<file path="src/rtl/instr_loader_pkg.sv">
// Shared types and widths for the boot-time instruction loader.
package instr_loader_pkg;

  localparam int LEN_W  = 16;
  localparam int WORD_W = 32;
  localparam int BYTE_W = 8;

  typedef enum logic [2:0] {
    LEN_HI = 3'd0,
    LEN_LO = 3'd1,
    DATA   = 3'd2,
    CSUM   = 3'd3,
    DONE   = 3'd4,
    ERROR  = 3'd5
  } state_e;

endpackage

</file>
<file path="src/rtl/loader_word_packer.sv">
// Packs a big-endian byte stream into 32-bit words; first byte lands in bits 31:24.
module loader_word_packer
  import instr_loader_pkg::*;
(
  input  logic              clk,
  input  logic              reset,
  input  logic              clear,
  input  logic              byte_valid,
  input  logic [BYTE_W-1:0] byte_in,
  output logic              word_valid,
  output logic [WORD_W-1:0] word
);

  logic [1:0]              count_q;
  // Only the three older bytes need storage; the fourth is the live input.
  logic [WORD_W-BYTE_W-1:0] shift_q;

  always_ff @(posedge clk or negedge reset) begin
    if (!reset) begin
      count_q <= 2'd0;
      shift_q <= '0;
    end else if (clear) begin
      count_q <= 2'd0;
      shift_q <= '0;
    end else if (byte_valid) begin
      count_q <= count_q + 2'd1;
      shift_q <= {shift_q[WORD_W-2*BYTE_W-1:0], byte_in};
    end
  end

  assign word_valid = byte_valid && (count_q == 2'd3);
  assign word       = {shift_q, byte_in};

endmodule

</file>
<file path="src/rtl/instr_loader.sv">
// Boot loader: length header, packed instruction words, XOR checksum; releases core on success.
module instr_loader
  import instr_loader_pkg::*;
#(
  parameter int DEPTH_WORDS = 256
) (
  input  logic              clk,
  input  logic              reset,
  input  logic [BYTE_W-1:0] in_data,
  input  logic              in_valid,
  output logic              in_ready,
  input  logic              start,
  output logic              imem_we,
  output logic [WORD_W-1:0] imem_waddr,
  output logic [WORD_W-1:0] imem_wdata,
  output logic              core_hold,
  output logic              done,
  output logic              error,
  output state_e            dbg_state
);

  localparam logic [31:0] DEPTH_LIM = DEPTH_WORDS;

  // Handshake: a byte moves on a rising edge where in_valid && in_ready; in_ready is
  // registered from the state and never depends on in_valid.
  state_e             state_q, state_d;
  logic               in_ready_q, imem_we_q, core_hold_q, done_q, error_q;
  logic [WORD_W-1:0]  imem_waddr_q, imem_wdata_q;
  logic [BYTE_W-1:0]  len_hi_q, csum_q;
  logic [LEN_W-1:0]   len_q, idx_q, n_full;
  logic               accept, clear_ld, data_byte, word_valid;
  logic [WORD_W-1:0]  word;

  assign accept    = in_valid && in_ready_q;
  assign data_byte = accept && (state_q == DATA);
  assign n_full    = {len_hi_q, in_data};

  loader_word_packer u_packer (
    .clk        (clk),
    .reset      (reset),
    .clear      (clear_ld),
    .byte_valid (data_byte),
    .byte_in    (in_data),
    .word_valid (word_valid),
    .word       (word)
  );

  always_comb begin
    state_d  = state_q;
    clear_ld = 1'b0;
    case (state_q)
      LEN_HI: if (accept) state_d = LEN_LO;
      LEN_LO: begin
        if (accept) begin
          if ({16'd0, n_full} > DEPTH_LIM) state_d = ERROR;
          else if (n_full == '0)           state_d = CSUM;
          else                             state_d = DATA;
        end
      end
      DATA: if (word_valid && (idx_q == len_q - LEN_W'(1))) state_d = CSUM;
      CSUM: if (accept) state_d = (in_data == csum_q) ? DONE : ERROR;
      DONE, ERROR: begin
        if (start) begin
          state_d  = LEN_HI;
          clear_ld = 1'b1;
        end
      end
      default: state_d = LEN_HI;
    endcase
  end

  always_ff @(posedge clk or negedge reset) begin
    if (!reset) begin
      state_q      <= LEN_HI;
      in_ready_q   <= 1'b0;
      imem_we_q    <= 1'b0;
      imem_waddr_q <= '0;
      imem_wdata_q <= '0;
      core_hold_q  <= 1'b1;
      done_q       <= 1'b0;
      error_q      <= 1'b0;
      len_hi_q     <= '0;
      len_q        <= '0;
      idx_q        <= '0;
      csum_q       <= '0;
    end else begin
      state_q     <= state_d;
      in_ready_q  <= (state_d == LEN_HI) || (state_d == LEN_LO) ||
                     (state_d == DATA)   || (state_d == CSUM);
      core_hold_q <= (state_d != DONE);
      done_q      <= (state_d == DONE);
      error_q     <= (state_d == ERROR);
      imem_we_q   <= word_valid;

      if (accept && state_q == LEN_HI) len_hi_q <= in_data;
      if (accept && state_q == LEN_LO) len_q    <= n_full;

      if (clear_ld)       csum_q <= '0;
      else if (data_byte) csum_q <= csum_q ^ in_data;

      if (clear_ld) begin
        idx_q <= '0;
      end else if (word_valid) begin
        imem_waddr_q <= {14'd0, idx_q, 2'b00};
        imem_wdata_q <= word;
        idx_q        <= idx_q + LEN_W'(1);
      end
    end
  end

  assign in_ready   = in_ready_q;
  assign imem_we    = imem_we_q;
  assign imem_waddr = imem_waddr_q;
  assign imem_wdata = imem_wdata_q;
  assign core_hold  = core_hold_q;
  assign done       = done_q;
  assign error      = error_q;
  assign dbg_state  = state_q;

endmodule

</file>
<file path="config.mk">
export PLATFORM = sky130hd
export DESIGN_NAME = instr_loader
export DESIGN_NICKNAME = d
export VERILOG_FILES = /design/src/rtl/instr_loader_pkg.sv /design/src/rtl/loader_word_packer.sv /design/src/rtl/instr_loader.sv
export SDC_FILE = /design/constraint.sdc
export NUM_CORES = 1
export LEC_CHECK = 0
export CORE_ASPECT_RATIO = 0.5
export CORE_MARGIN = 3
export CORE_UTILIZATION = 49
export DETAILED_ROUTE_END_ITERATION = 7
export GPL_ROUTABILITY_DRIVEN = 0
export GPL_TIMING_DRIVEN = 0
export HOLD_SLACK_MARGIN = 0.08
export PLACE_DENSITY = 0.77
export SKIP_LAST_GASP = 1
export SYNTH_ARGS = -nofsm -noshare
export SYNTH_HDL_FRONTEND = slang
export SYNTH_SLANG_ARGS = --single-unit
export TNS_END_PERCENT = 20
</file>
<file path="constraint.sdc">
create_clock -name clk -period 2.1 [get_ports clk]
set_input_delay 0.42 -clock clk [delete_from_list [all_inputs] [get_ports clk]]
set_output_delay 0.42 -clock clk [all_outputs]
set_load 0.03 [all_outputs]
</file>
==> impl_metrics.env <==
export IMPL_status="finished clean"
export IMPL_synth_edf_count=0
export IMPL_fill_cells=857
export IMPL_final_max_slew_viol_count=0
export IMPL_start_util_pct=52.0
export IMPL_synth_area_leaders="dfrtp_1, nand2_1, mux2_2"
export IMPL_cts_sinks=130
export IMPL_cts_root_buffer="clkbuf_16"
export IMPL_dp_cells=873
export IMPL_wirelength_um=14200
export IMPL_synthCells=631
export IMPL_drtPass1Iterations=6
export IMPL_die_h_um=83.6
export IMPL_synth_main_ff_cell="dfrtp_1"
export IMPL_yosysWarningCount=0
export IMPL_drt_iter0_drc=281
export IMPL_maxCapViolCount=0
export IMPL_placed_area_sq_um=6860
export IMPL_ys_seq_area_share_pct=55.1
export IMPL_ir_worst_vdd_mv=0.569
export IMPL_arrival_ns=2.40
export IMPL_antennaDiodeCount=0
export IMPL_design_area_sq_um=7660
export IMPL_hold_viol=0
export IMPL_wire_per_inst_um=15.5
export IMPL_mappedNetlistArea_sq_um=5900
export IMPL_htree_levels=4
export IMPL_final_nets=761
export IMPL_cp_end_kind="flop"
export IMPL_avgViaCountPerCell=5.24
export IMPL_syn2layout_area_growth_pct=29.8
export IMPL_cp_start_kind="flop"
export IMPL_rrSetupSlack_ns=0.04
export IMPL_worst_endpoint_required_ns=2.43
export IMPL_regArea_sq_um=3260
export IMPL_grt_pass1_wl_um=24100
export IMPL_synth_seq_cells=130
export IMPL_clk_latency_ns=0.43
export IMPL_grt_use_total_pct=22.4
export IMPL_clkTransAtPathRegs_ns=0.06
export IMPL_worst_path_max_fanout=3
export IMPL_slew_headroom_pct=15.0
export IMPL_skew_ns=0.0107
export IMPL_timing_hold_ws_ns=0.419
export IMPL_cts_buffers=17
export IMPL_synth_top_cell_area_share_pct=54.7
export IMPL_io_pins=84
export IMPL_dp_hpwl_um=9410
export IMPL_ant_nets=0
export IMPL_worst_pin_slew_ns=1.27
export IMPL_grt_pass1_vias=4938
export IMPL_drc_errors=0
export IMPL_core_sq_um=11400
export IMPL_clock_fmax_mhz=484
export IMPL_yosys_area_top_type="dfrtp_1"
export IMPL_cts_tree="done"
export IMPL_antenna_found_initial=0
export IMPL_synthArstFlopShare_pct=100
export IMPL_grt_ovfl_total=0
export IMPL_setup_viol=0
export IMPL_final_cells=918
export IMPL_rsz0062_at_grt="yes"
export IMPL_grt_max_degree=104
export IMPL_port_buffers=67
export IMPL_hold_path_class="in -> reg"
export IMPL_worstSetupPathType="reg -> reg"
export IMPL_avgSynthCellArea_sq_um=9.35
export IMPL_vias=4808
export IMPL_ys_types=44
export IMPL_power_density_nw_per_um2=1060
export IMPL_drive_gt1_share_pct=15.3
export IMPL_layout_min_cycle_time_ns=2.06
export IMPL_row_count=27
export IMPL_die_area_sq_um=13500
export IMPL_fin_crit_sh_pct=98.3
export IMPL_multi_input_area_sq_um=2500
export IMPL_leakage_uw=0.00374
export IMPL_die_x_um=161
export IMPL_cts_buffer_depth=2
-- cell families (layout without fill, tap and decap cells) --
logic type                 count (synthesis)  after routing  synth area share (%)
AOI/OAI and AO/OA                         44             44                  4.35
xor gates and xnor gates                  42             42                  6.23
adders and majority gates                  3              3                 0.636
buffers and inverters                     54            167                  4.52
DFF                                      130            130                  55.1
muxes                                     24             24                  4.58
other                                      1             16                0.0635
and+or+nand+nor                          333            333                  24.5
-- metrics by stage --
stage	util (%)	setup slack, ns	total power [uW]	setup TNS, ns
global placement	60.2	-4.43	4730	-613.33
detailed placement	60.4	-0.632	4830	-40.40
floorplan	-	0.0395	4300	0
global route	67.5	-0.0763	8470	-0.399
CTS	66.5	0.0220	7980	0
finish	67.5	0.0352	8110	0
-- worst max-delay path: stages (launching register included) --
cell and delay, ns:
dfrtp_1 0.40, inv_2 0.08, ha_4 0.14, or4b_4 0.46, or3_4 0.39, a211oi_2 0.19
o21ai_1 0.10, o31ai_2 0.21
-- sequential cells by signal, summed over array words and instances (netlist names), 2 cells and up --
| name | count |
|---|---|
| csum_q | 8 |
| dbg_state | 3 |
| idx_q | 16 |
| imem_waddr | 16 |
| imem_wdata | 32 |
| len_hi_q | 8 |
| len_q | 16 |
| u_packer.count_q | 2 |
| u_packer.shift_q | 24 |
-- cell usage in the layout, fill, tap and decap left out, drive strengths merged, types with 2 or more instances in the layout --
master / count
nand2: 221
conb: 16
o31ai: 2
nand3b: 3
buf: 37
clkinv: 2
nor3: 6
nand4: 7
xor2: 20
ha: 3
xnor2: 22
or3: 3
dlymetal6s2s: 3
nand4b: 2
nor2: 23
o21ai: 31
clkbuf: 42
nand3: 42
clkdlybuf4s50: 63
a21oi: 5
mux2: 24
o211ai: 2
and3: 6
dfrtp: 129
inv: 17
nor4: 10
nand2b: 3
bufinv: 2
-- final cells by class --
class | instances | area share (%)
repair buffers | 85 | 10.9
clock buffers | 17 | 5.55
well taps | 159 | 2.60
clock inverters | 15 | 2.43
flip-flops and latches | 130 | 42.5
multi-input cells | 462 | 32.6
inverters | 6 | 0.294
plain buffers | 44 | 3.05
-- cells in the mapped netlist (2+ instances only) --
cell type	count
a21oi_1	5
and3_1	6
buf_1	2
buf_2	3
buf_4	16
clkbuf_1	27
dfrtp_1	129
ha_1	3
inv_1	5
mux2_2	24
nand2_1	221
nand2b_1	3
nand3_1	42
nand3b_1	3
nand4_1	7
nand4b_1	2
nor2_1	23
nor3_1	6
nor4_1	9
o21ai_0	29
o21ai_1	2
or3_1	2
xnor2_1	22
xor2_1	20
-- what timing repair did --
| item | in CTS | in global routing |
|---|---|---|
| resized for setup | 5 | 24 |
| setup buffers | 6 | 10 |
| hold endpoints to repair | 27 | 0 |
| hold buffers | 1 | 0 |
| pin swaps | 3 | 8 |
| endpoints found under the setup margin | 21 | 100 |
-- where the power goes --
group          internal (uW)  switching (uW)
Clock                   1810            1240
Combinational            896             951
Sequential              2820             381
-- metal layers --
layer | routed length, um | track usage, %
met3 | 891 | 4.81
met4 | 271 | 9.45
met5 | 0 | 0
met2 | 6880 | 36.6
met1 | 6210 | 29.1
-- path summary, 6_finish.rpt --
path	from	to	cells past startpoint
worst max-delay path	len_q[1]$_DFFE_PN0P_	dbg_state[0]$_DFF_PN0_	7
worst min-delay path	in_data[6]	imem_wdata[6]$_DFFE_PN0P_	3
worst max register to register	len_q[1]$_DFFE_PN0P_	dbg_state[0]$_DFF_PN0_	7
worst min register to register	imem_waddr[16]$_DFFE_PN0P_	imem_waddr[16]$_DFFE_PN0P_	2
max in group asynchronous	reset	imem_waddr[16]$_DFFE_PN0P_	3
min in group asynchronous	reset	imem_wdata[13]$_DFFE_PN0P_	2
Power figures use the tool's default switching activity.
